--- src/rtl/sub_pkg.sv ---
// Shared definitions for the bit-serial subtractor: FSM state codes and a
// full-precision reference computation of {bout, diff}.
package sub_pkg;

    localparam logic [1:0] ST_IDLE = 2'd0;
    localparam logic [1:0] ST_RUN  = 2'd1;
    localparam logic [1:0] ST_DONE = 2'd2;

    // Reference {bout, diff} for x - y - bin at the given width (2..32).
    // The result is packed as bit 32 = bout, bits 31:0 = diff.
    function automatic logic [32:0] sub_ref(input int unsigned width,
                                            input logic [31:0] x,
                                            input logic [31:0] y,
                                            input logic        bin);
        logic [63:0] mask;
        logic [63:0] xm;
        logic [63:0] ym;
        logic [63:0] full;
        logic        b;
        mask = (64'd1 << width) - 64'd1;
        xm   = {32'd0, x} & mask;
        ym   = {32'd0, y} & mask;
        full = xm - ym - {63'd0, bin};
        b    = (xm < (ym + {63'd0, bin}));
        return {b, full[31:0] & mask[31:0]};
    endfunction

endpackage

--- src/rtl/serial_subtractor_if.sv ---
// Start/busy/done handshake and operand/result bus of the serial subtractor.
interface serial_subtractor_if #(
    parameter int WIDTH = 4
);
    logic             start;
    logic [WIDTH-1:0] x;
    logic [WIDTH-1:0] y;
    logic             bin;
    logic             busy;
    logic             done;
    logic [WIDTH-1:0] diff;
    logic             bout;
    logic             zero;

    modport master (
        output start, x, y, bin,
        input  busy, done, diff, bout, zero
    );

    modport slave (
        input  start, x, y, bin,
        output busy, done, diff, bout, zero
    );
endinterface

--- src/rtl/full_subtractor_1bit.sv ---
// One-bit full subtractor cell: d = a - b - bi, bo = borrow out.
module full_subtractor_1bit (
    output logic d,
    output logic bo,
    input  logic a,
    input  logic b,
    input  logic bi
);
    logic na;
    logic t0;
    logic t1;
    logic t2;

    assign na = ~a;
    assign t0 = na & b;
    assign t1 = na & bi;
    assign t2 = b & bi;
    assign d  = a ^ b ^ bi;
    assign bo = t0 | t1 | t2;
endmodule

--- src/rtl/serial_subtractor.sv ---
// Bit-serial unsigned subtractor: one full-subtractor cell walks the operands
// LSB first, one bit per clock, and publishes {bout, diff, zero} on completion.
module serial_subtractor
    import sub_pkg::*;
#(
    parameter int WIDTH = 4,
    parameter int CNT_W = $clog2(WIDTH + 1)
) (
    input  logic                clk,
    input  logic                rst_n,
    serial_subtractor_if.slave  bus
);

    logic [1:0]       state;
    logic [WIDTH-1:0] a_sr;
    logic [WIDTH-1:0] b_sr;
    logic [WIDTH-1:0] res_sr;
    logic             br_q;
    logic [CNT_W-1:0] cnt;
    logic [WIDTH-1:0] diff_q;
    logic             bout_q;
    logic             zero_q;

    logic             d_bit;
    logic             bo_bit;
    logic             last_bit;
    logic             accept;
    logic [WIDTH-1:0] res_next;

    full_subtractor_1bit u_cell (
        .d  (d_bit),
        .bo (bo_bit),
        .a  (a_sr[0]),
        .b  (b_sr[0]),
        .bi (br_q)
    );

    // The bit being computed this cycle is the last one when the counter
    // has reached WIDTH-1; the result register then already holds the rest.
    assign last_bit = (cnt == CNT_W'(WIDTH - 1));
    assign accept   = bus.start && ((state == ST_IDLE) || (state == ST_DONE));
    assign res_next = {d_bit, res_sr[WIDTH-1:1]};

    // Control FSM: IDLE -> RUN for WIDTH cycles -> DONE for one cycle.
    always_ff @(posedge clk) begin
        if (!rst_n) begin
            state <= ST_IDLE;
        end else begin
            case (state)
                ST_IDLE: if (bus.start) state <= ST_RUN;
                ST_RUN:  if (last_bit)  state <= ST_DONE;
                ST_DONE: state <= bus.start ? ST_RUN : ST_IDLE;
                default: state <= ST_IDLE;
            endcase
        end
    end

    // Operand/result shift registers, running borrow and bit counter.
    always_ff @(posedge clk) begin
        if (!rst_n) begin
            a_sr   <= '0;
            b_sr   <= '0;
            res_sr <= '0;
            br_q   <= 1'b0;
            cnt    <= '0;
        end else if (accept) begin
            a_sr   <= bus.x;
            b_sr   <= bus.y;
            res_sr <= '0;
            br_q   <= bus.bin;
            cnt    <= '0;
        end else if (state == ST_RUN) begin
            a_sr   <= a_sr >> 1;
            b_sr   <= b_sr >> 1;
            res_sr <= res_next;
            br_q   <= bo_bit;
            cnt    <= cnt + CNT_W'(1);
        end
    end

    // Result registers update only when the final bit is produced, so they
    // stay stable during RUN and hold the last result while idle.
    always_ff @(posedge clk) begin
        if (!rst_n) begin
            diff_q <= '0;
            bout_q <= 1'b0;
            zero_q <= 1'b0;
        end else if ((state == ST_RUN) && last_bit) begin
            diff_q <= res_next;
            bout_q <= bo_bit;
            zero_q <= (res_next == '0);
        end
    end

    assign bus.busy = (state == ST_RUN);
    assign bus.done = (state == ST_DONE);
    assign bus.diff = diff_q;
    assign bus.bout = bout_q;
    assign bus.zero = zero_q;

endmodule

--- src/flat_wrapper.sv ---
// flat-port wrapper written by rule: the top's interface ports become plain ports
module serial_subtractor_flat import sub_pkg::*;
#(
    parameter int WIDTH = 4,
    parameter int CNT_W = $clog2(WIDTH + 1)
)
  (clk, rst_n, bus_start, bus_x, bus_y, bus_bin, bus_busy, bus_done, bus_diff, bus_bout, bus_zero);
  serial_subtractor_if #(.WIDTH(WIDTH)) bus_i ();
  input  logic clk;
  input  logic rst_n;
  input wire logic [$bits(bus_i.start)-1:0] bus_start;
  input wire logic [$bits(bus_i.x)-1:0] bus_x;
  input wire logic [$bits(bus_i.y)-1:0] bus_y;
  input wire logic [$bits(bus_i.bin)-1:0] bus_bin;
  output wire logic [$bits(bus_i.busy)-1:0] bus_busy;
  output wire logic [$bits(bus_i.done)-1:0] bus_done;
  output wire logic [$bits(bus_i.diff)-1:0] bus_diff;
  output wire logic [$bits(bus_i.bout)-1:0] bus_bout;
  output wire logic [$bits(bus_i.zero)-1:0] bus_zero;
  assign bus_i.start = bus_start;
  assign bus_i.x = bus_x;
  assign bus_i.y = bus_y;
  assign bus_i.bin = bus_bin;
  assign bus_busy = bus_i.busy;
  assign bus_done = bus_i.done;
  assign bus_diff = bus_i.diff;
  assign bus_bout = bus_i.bout;
  assign bus_zero = bus_i.zero;
  serial_subtractor #(.WIDTH(WIDTH), .CNT_W(CNT_W)) u_core (.clk(clk), .rst_n(rst_n), .bus(bus_i));
endmodule
--- config.mk ---
export PLATFORM = sky130hd
export DESIGN_NAME = serial_subtractor_flat
export DESIGN_NICKNAME = d
export VERILOG_FILES = /design/src/rtl/sub_pkg.sv /design/src/rtl/serial_subtractor_if.sv /design/src/rtl/full_subtractor_1bit.sv /design/src/rtl/serial_subtractor.sv /design/src/flat_wrapper.sv
export SDC_FILE = /design/constraint.sdc
export NUM_CORES = 1
export LEC_CHECK = 0
export CORE_MARGIN = 2
export CORE_UTILIZATION = 53
export CTS_CLUSTER_SIZE = 8
export DETAILED_ROUTE_END_ITERATION = 12
export GPL_TIMING_DRIVEN = 0
export HOLD_SLACK_MARGIN = 0.12
export PLACE_DENSITY = 0.82
export SYNTH_ARGS = -nofsm -noshare
export SYNTH_HDL_FRONTEND = slang
export SYNTH_HIERARCHICAL = 1
export SYNTH_SLANG_ARGS = --single-unit
--- constraint.sdc ---
create_clock -name clk -period 2.69 [get_ports clk]
set_input_delay 0.538 -clock clk [delete_from_list [all_inputs] [get_ports clk]]
set_output_delay 0.538 -clock clk [all_outputs]
set_load 0.01 [all_outputs]
# Word-level counts from Yosys, hierarchy flattened

Index checks and enable logic that the tools add are counted.
Widths: inputs -> output; s select.

Flip-flop bits (word level): 24
Output and inout bits: 8

Add/subtract/negate cells: 1
Equality and inequality tests: 5
Muxes and demuxes: 10
Bitwise operators: 9
Reductions and logical operators: 8

Operators with widths:

| operator            | number |
|---|---|
| $mux 4              | 4 |
| $pmux 2 s3          | 1 |
| $logic_not 4->1     | 1 |
| $mux 2              | 2 |
| $add 3x1->3 const B | 1 |
| $and 1x1->1         | 3 |
| $eq 3x2->1 const B  | 1 |
| $mux 1              | 3 |
| $eq 2x1->1 const B  | 1 |
| $eq 2x2->1 const B  | 1 |
| $logic_and 1x1->1   | 2 |
| $logic_not 2->1     | 1 |
| $ne 2x1->1 const B  | 1 |
| $ne 2x2->1 const B  | 1 |
| $not 1->1           | 2 |
| $or 1x1->1          | 2 |
| $reduce_and 2->1    | 1 |
| $reduce_bool 2->1   | 1 |
| $reduce_or 2->1     | 1 |
| $xor 1x1->1         | 2 |
| $logic_or 1x1->1    | 1 |

# Longest topological paths before layout

Gate-level depths: netlist (run 1).

Depth after elaboration: 6
Mapped depth: 6
Gate-level depth less buffers: 6

# By module

Netlist (run 1), hierarchy kept.

By module, submodules not included:

| module               | times used | cells an instance | area an instance (um^2) | seq. area each (um^2) |
|---|---|---|---|---|
| serial_subtractor    | 1          | 102               | 983.4                   | 460.4 |
| full_subtractor_1bit | 1          | 3                 | 27.5                    | 0.0 |

# Worst setup path after synthesis (run 1)

No wires, ideal clock.

Path kind: register to register
Start point: reg u_core.a_sr[0]
End point: reg u_core.zero_q, in the netlist u_core/bus.zero
Data arrival time: 1.380 ns
Data required time: 2.620 ns
Path slack: 1.241 ns
Stages on the path, launching flop included: 7
Cell sequence: dfxtp_1 inv_1 fa_1 inv_1 nor4_1 nand3_1 a21boi_1

Word-level cells in the longest chain between the ends: 3

RTL lines:

| item                     | line                       | text |
|---|---|---|
| start: declaration       | serial_subtractor.sv:15    | `logic [WIDTH-1:0] a_sr;` |
| start signal: assignment | serial_subtractor.sv:67    | `a_sr <= bus.x;` |
| start signal: assignment | serial_subtractor.sv:73    | `a_sr <= a_sr >> 1;` |
| $xor 1x1->1 (2 in a row) | full_subtractor_1bit.sv:18 | `assign d = a ^ b ^ bi;` |
| named net u_core.d_bit   | serial_subtractor.sv:24    | `logic d_bit;` |
| $logic_not 4->1          | serial_subtractor.sv:91    | `zero_q <= (res_next == '0);` |
| end signal: assignment   | serial_subtractor.sv:91    |  |
| end: declaration         | serial_subtractor.sv:22    | `logic zero_q;` |

The timed path passes the listed nets, and every way through them passes these cells.
A chain may end at the register's enable or synchronous reset.

# Worst setup path in the final report (run 1)

Start point: reg u_core.state[0]
End point: out bus_busy

Word-level cells in the longest chain between the ends: 1

RTL lines:

| item                     | line                    | text |
|---|---|---|
| start: declaration       | serial_subtractor.sv:14 | `logic [1:0] state;` |
| start signal: assignment | serial_subtractor.sv:52 | `ST_DONE: state <= bus.start ? ST_RUN : ST_IDLE;` |
| $eq 2x1->1               | serial_subtractor.sv:95 | `assign bus.busy = (state == ST_RUN);` |
| end: declaration         | flat_wrapper.sv:15      | `output wire logic [$bits(bus_i.busy)-1:0] bus_busy;` |

No other way between the ends.

==> qor.csv, run 1 <==
stage;metric;value;unit
power_and_ir_drop;pwr-share-seq;57.8;%
yosys;synth_most_common_cell;dfxtp_1;
power_and_ir_drop;internal_power;0.000466;W
route;antenna_left;0;
power_and_ir_drop;clock_power_share;25.3;%
worst_setup_path;end_kind;primary output;
worst_setup_path;endpoint;bus_busy;
yosys;async_flop_share;0;%
clocking;cts_tree;yes;
sta;max_freq;440;MHz
route;routed-via-count;791;
route;drc_errors;0;
floorplanning;die_w;47.7;um
power_and_ir_drop;power.share.combinational;16.9;%
clocking;post_cts_resized;0;
placed_design;io_buffers;19;
grt;grt_start_max_net_pins;14;
yosys;synth_warnings;6;
cells_and_area;n_antenna_cell;0;
yosys;synth-seq-area-share;45.5;%
power_and_ir_drop;power;0.000638;W
power_and_ir_drop;p_leak;0.488;nW
route;vias_per_cell;5.17;
clocking;cts.sinks;23;
placed_design;dp_hpwl;1.50;mm
route;drt-initial-drc-count;9;
sta;maxSlewHeadroom;82.0;%
grt;grt_pass1_wl;3.35;mm
cells_and_area;fin_util;71.4;%
worst_setup_path;worstPathRequired;2.15;ns
clocking;postCtsSetupBuffers;0;
sta;setup_violations;0;
floorplanning;die_area;2270;um2
sta;post-route-period-util;84.5;%
worst_setup_path;cp-start-kind;flip-flop;
sta;tightest_slew;0.270;ns
grt;grtUsageTotal;21.5;%
yosys;avgSynthCellArea;9.63;um2
cells_and_area;drive_gt1_share;14.8;%
clocking;clk_pin_slew;0.13;ns
grt;grt_pass1_vias;777;
yosys;synth_commonest_cells;dfxtp_1 (23), nand2_1 (19), a21oi_1 (6);
power_and_ir_drop;switching_share;27.0;%
sta;min_period;2.27;ns
worst_setup_path;path_class;flip-flop to primary output;
worst_setup_path;crit_path_start;u_core/state[0];
yosys;ys.flop_type;dfxtp_1;
placed_design;gp_congestion;0.738;
route;wl_met1;873;um
yosys;synth_area;1010;um2
run_status;status;finished clean;
clocking;cts_htree_levels;1;
floorplanning;rows;15;
flow_run;max-cap-violations;0;
yosys;yosysTopAreaCellShare;45.5;%
grt;antenna_found_initial;0;
power_and_ir_drop;ir_worst_vdd;0.330;mV
clocking;hold_buffers;0;
cells_and_area;final_cell_area;1260;um2
clocking;clockRootBuffer;clkbuf_4;
yosys;syn_nets;120;
yosys;synth.area.top_cells;dfxtp_1 (46%), nand2_1 (7.1%), o221ai_2 (4.5%);
yosys;synth-edff-count;0;
power_and_ir_drop;net-switching-power;0.000172;W
floorplanning;io_pins;20;
sta;tns;0;ns
route;wl_met3;100;um
sta;clock_skew;0.00626;ns
route;met2_length;974;um
yosys;syn_inst;105;
sta;finalHoldViolCount;0;
floorplanning;core;1760;um2
worst_setup_path;reg2reg_to;u_core/bus.zero;
route;top_layer;met4;
cells_and_area;areaGrowthSynthToFinish;24.6;%
sta;grt_setup_unrepaired;no;
clocking;cts_buffers;3;
worst_setup_path;rr_startpoint;u_core/a_sr[0];
placed_design;placed_cell_area;1230;um2
hold_path;hp-class;flip-flop to flip-flop;
worst_setup_path;arrival;1.74;ns
floorplanning;start_util;57.3;%
worst_setup_path;reg2reg_depth;6;
cells_and_area;n_fill_cell;162;
yosys;synth_seq_cells;23;
route;dr.pass1.iters;4;
route;wl_per_cell;12.8;um
yosys;yosysUniqueCellTypes;31;
worst_setup_path;cp_max_fo;10;
sta;drv_slew;0;
route;wirelength;1.96;mm
floorplanning;fp.dieH;47.7;um
clocking;clockBufferDepth;2;
clocking;insertion_delay;0.31;ns
power_and_ir_drop;p_per_area;507;nW/um2
yosys;synth_top_area_cell;dfxtp_1;
worst_setup_path;rrSetupSlack;1.08;ns
cells_and_area;final_nets;144;
grt;grt_overflow_total;0;
[placed cells by master, fill, tap and decap left out, types with 3 or more instances in the layout]
cell / netlist / layout
nor2b_1: 5 / 5
inv_1: 3 / 3
nor3_1: 3 / 3
mux2i_1: 4 / 4
buf_2: 3 / 3
nor2_1: 5 / 5
dfxtp_1: 23 / 23
a21oi_1: 6 / 6
o221ai_2: 3 / 3
a21boi_1: 4 / 4
clkbuf_4: 0 / 3
nand2_1: 19 / 19
clkdlybuf4s50_1: 0 / 19
nand3_1: 3 / 3
[logic make-up (layout without fill, tap and decap cells)]
kind of cell    Yosys count  in the layout  synth area share [%]
compound gates           21             21                  15.8
fa+ha+maj                 3              3                  4.46
xor+xnor                  1              1                 0.866
flops                    23             23                  45.5
buf+inv                   9             32                  6.31
mux                       4              4                  3.96
simple gates             44             44                  23.0
[critical path, cell delays in order (launching register included)]
cell             delay (ns)
dfxtp_1                0.48
nand2b_4               0.11
inv_4                  0.13
buf_6                  0.16
clkdlybuf4s50_1        0.54
[how the worst min path moves through the flow]
stage | start | end | slack, ns | cells after the start
after floorplan | u_core/a_sr[3] | u_core/a_sr[3] | 0.43 | 2
after global placement | u_core/a_sr[3] | u_core/a_sr[3] | 0.44 | 2
after detailed placement | u_core/bus.zero | u_core/bus.zero | 0.44 | 2
after CTS | u_core/bus.zero | u_core/bus.zero | 0.46 | 2
after global routing | u_core/bus.bout | u_core/bus.bout | 0.48 | 2
final | u_core/bus.zero | u_core/bus.zero | 0.46 | 2
[registers in the layout, indices dropped and copies added (netlist names), 2 cells and up]
signal / cells
u_core/bus.diff: 4
u_core/state: 2
u_core/res_sr: 3
u_core/a_sr: 4
u_core/cnt: 3
u_core/b_sr: 4
[layer usage]
layer  vias to the layer above  global-route usage [%]
met1                       362                    28.1
met5                         -                       0
met2                        22                    33.5
li1                        405                       -
met4                         0                    10.8
met3                         2                    4.91
[cell type report]
type / count / area (um2) / area share (%)
Timing Repair Buffer: 19 / 190 / 15.1
Sequential cell: 23 / 460 / 36.5
Clock inverter: 1 / 5.00 / 0.397
Buffer: 5 / 46.3 / 3.67
Inverter: 4 / 17.5 / 1.39
Multi-Input combinational cell: 73 / 487 / 38.6
Tap cell: 25 / 31.3 / 2.48
Clock buffer: 3 / 22.5 / 1.79
[per-stage QoR]
step                worst slack (ns)  std cells  hold slack, ns
finish                         0.416        153           0.457
global route                   0.320        153           0.483
CTS                            0.400        153           0.460
detailed placement             0.768        149           0.442
global placement               0.810        149           0.444
floorplan                       1.24        105           0.434
[power groups by stage]
stage               combinational, W  clock (W)  sequential (W)
finish                      0.000108   0.000161        0.000369
global placement            0.000107          0        0.000375
global route                0.000121   0.000184        0.000371
CTS                         0.000109   0.000167        0.000369
floorplan                  0.0000729          0        0.000374
detailed placement          0.000108          0        0.000377
(Power assumes the default switching activity.)
==> run 2, diff against run 1 <==
--- a/config.mk
+++ b/config.mk
@@ -6,12 +6,12 @@
 export NUM_CORES = 1
 export LEC_CHECK = 0
 export CORE_MARGIN = 2
-export CORE_UTILIZATION = 53
+export CORE_UTILIZATION = 44
 export CTS_CLUSTER_SIZE = 8
 export DETAILED_ROUTE_END_ITERATION = 12
 export GPL_TIMING_DRIVEN = 0
 export HOLD_SLACK_MARGIN = 0.12
-export PLACE_DENSITY = 0.82
+export PLACE_DENSITY = 0.72
 export SYNTH_ARGS = -nofsm -noshare
 export SYNTH_HDL_FRONTEND = slang
 export SYNTH_HIERARCHICAL = 1
==> constraint.sdc (replaced) <==
create_clock -name clk -period 1.95 [get_ports clk]
set_input_delay 0.39 -clock clk [delete_from_list [all_inputs] [get_ports clk]]
set_output_delay 0.39 -clock clk [all_outputs]
set_load 0.01 [all_outputs]
==> run 2 against run 1 <==
Compared with the run above:
- non-clock buffer count did not move
- largest power group unchanged
- combinational power rose by 36%
- clock skew fell by 0.0013 ns
==> qor.csv, run 2 (synthesized netlist as in run 1, its figures left out) <==
stage;metric;value;unit
run_status;status;finished clean;
worst_setup_path;worstPathCellList;and2b_1 -> clkdlybuf4s50_1;
route;vias_per_cell;5.02;
clocking;clockBufferDepth;2;
worst_setup_path;rrSetupSlack;0.38;ns
worst_setup_path;crit_buf_inv;1;
sta;maxSlewHeadroom;82.0;%
worst_setup_path;reg2reg_depth;6;
clocking;cts.sinks;23;
floorplanning;die_area;2700;um2
sta;clock_skew;0.00495;ns
placed_design;dp_hpwl;1.43;mm
floorplanning;io_pins;20;
grt;grt_pass1_wl;3.28;mm
floorplanning;start_util;46.1;%
worst_setup_path;max_stage_delay;0.52;ns
hold_path;hold_end;u_core/bus.zero;
grt;grt_overflow_total;0;
worst_setup_path;cp-start-kind;flip-flop;
route;wirelength;1.89;mm
sta;post-route-period-util;90.8;%
cells_and_area;n_fill_cell;206;
sta;grt_setup_unrepaired;no;
cells_and_area;areaGrowthSynthToFinish;25.1;%
grt;grt_pass1_vias;729;
worst_setup_path;crit_cells;2;
floorplanning;rows;17;
hold_path;holdPathStages;2;
cells_and_area;seqCellArea;464;um2
placed_design;dp.cells;152;
clocking;cts_tree;yes;
sta;max_freq;565;MHz
worst_setup_path;worstPathRequired;1.56;ns
cells_and_area;multi_input_area;487;um2
worst_setup_path;path_class;flip-flop to primary output;
floorplanning;fp.dieH;51.9;um
grt;grtUsageTotal;16.3;%
sta;tightest_slew;0.269;ns
cells_and_area;final_cell_mix;dfxtp_1 (22), nand2_1 (19), clkdlybuf4s50_1 (18);
route;drc_errors;0;
clocking;post_cts_resized;3;
worst_setup_path;crit_path_top_delay_cell;clkdlybuf4s50_1;
cells_and_area;layout.cells.non_filler;156;
sta;drv_slew;0;
sta;tns;0;ns
clocking;cts_buffers;3;
power_and_ir_drop;power;0.000860;W
floorplanning;core;2190;um2
sta;setup_violations;0;
route;drt-initial-drc-count;5;
placed_design;gp_congestion;0.741;
grt;antenna_found_initial;0;
hold_path;hp-start;u_core/bus.zero;
power_and_ir_drop;p_per_area;680;nW/um2
flow_run;max-cap-violations;0;
cells_and_area;fin_util;57.7;%
worst_setup_path;rr_startpoint;u_core/a_sr[0];
power_and_ir_drop;p_leak;0.488;nW
worst_setup_path;cp_top_family;buffers and inverters;
cells_and_area;layout_commonest_cell;dfxtp_1;
sta;min_period;1.77;ns
clocking;clockRootBuffer;clkbuf_4;
power_and_ir_drop;ir_worst_vdd;0.334;mV
worst_setup_path;reg2reg_to;u_core/bus.zero;
cells_and_area;drive_gt1_share;14.8;%
hold_path;hp-class;flip-flop to flip-flop;
clocking;insertion_delay;0.29;ns
route;dr.pass1.iters;4;
placed_design;io_buffers;19;
clocking;cts_htree_levels;1;
grt;grt_start_max_net_pins;13;
route;antenna_left;0;
clocking;hold_buffers;0;
worst_setup_path;arrival;1.38;ns
route;wl_per_cell;12.1;um
sta;finalHoldViolCount;0;
cells_and_area;n_antenna_cell;0;
worst_setup_path;cp_max_fo;5;
route;routed-via-count;783;
clocking;clk_pin_slew;0.12;ns
cells_and_area;final_nets;144;
worst_setup_path;end_kind;primary output;
floorplanning;die_w;51.9;um
clocking;postCtsSetupBuffers;0;
-- run 2: cell count changes in the layout (fill, tap and decap cells not counted), sizes merged --
cell / previous run / this run
clkdlybuf4s50: 19 / 18
dlygate4sd2: 0 / 1
clkbuf: 3 / 4
clkinv: 1 / 0
-- run 2: power by group --
part | leakage, nW | total, W | switching, W | internal [W]
Clock | 0.0150 | 0.000205 | 0.000126 | 0.0000794
Combinational | 0.285 | 0.000147 | 0.0000738 | 0.0000732
Sequential | 0.188 | 0.000508 | 0.0000166 | 0.000492
Total | 0.488 | 0.000860 | 0.000216 | 0.000644
-- run 2: worst max path at each step --
stage,startpoint,to
2_1_floorplan,u_core/a_sr[0],u_core/bus.zero
3_3_place_gp,u_core/state[0],bus_busy
3_5_place_dp,u_core/state[0],bus_busy
4_1_cts,u_core/state[0],bus_done
5_1_grt,u_core/state[0],bus_done
6_report,u_core/state[0],bus_done
-- run 2: layer usage --
| layer | part of all wire (%) | up-vias | track usage [%] | routed length [um] |
|---|---|---|---|---|
| met3 | 2.5 | 2 | 2.59 | 47 |
| met5 | 0 | - | 0 | 0 |
| met1 | 49 | 368 | 22.3 | 918 |
| met4 | 0.74 | 0 | 3.95 | 14 |
| met2 | 48 | 8 | 26.6 | 909 |
| li1 | - | 405 | - | - |
-- run 2: metrics by stage --
stage	setup WS (ns)	hold WS (ns)	instance area, um2
after global routing	0.107	0.490	1260
after floorplan	0.501	0.434	1010
after CTS	0.164	0.463	1260
final	0.179	0.462	1260
after global placement	0.212	0.442	1240
after detailed placement	0.203	0.446	1240
-- run 2: area by class of cell --
| class | count | share of cell area, % |
|---|---|---|
| Tap cell | 28 | 2.77 |
| Timing Repair Buffer | 19 | 14.9 |
| Inverter | 4 | 1.38 |
| Buffer | 5 | 3.66 |
| Sequential cell | 23 | 36.7 |
| Multi-Input combinational cell | 73 | 38.5 |
| Clock buffer | 4 | 2.08 |
-- run 2: worst reg2reg max path: stages, from the launching register on --
cell and delay, ns:
dfxtp_1 0.35, inv_1 0.06, fa_1 0.53, inv_1 0.06
nor4_1 0.26, nand3_1 0.11, a21boi_1 0.14
==> run 3, diff against run 2 <==
--- a/config.mk
+++ b/config.mk
@@ -12,6 +12,7 @@
 export GPL_TIMING_DRIVEN = 0
 export HOLD_SLACK_MARGIN = 0.12
 export PLACE_DENSITY = 0.72
+export SLEW_MARGIN = 20
 export SYNTH_ARGS = -nofsm -noshare
 export SYNTH_HDL_FRONTEND = slang
 export SYNTH_HIERARCHICAL = 1
==> results of run 3 <==
No change in the layout: final DEF, timing and power equal those of run 2.
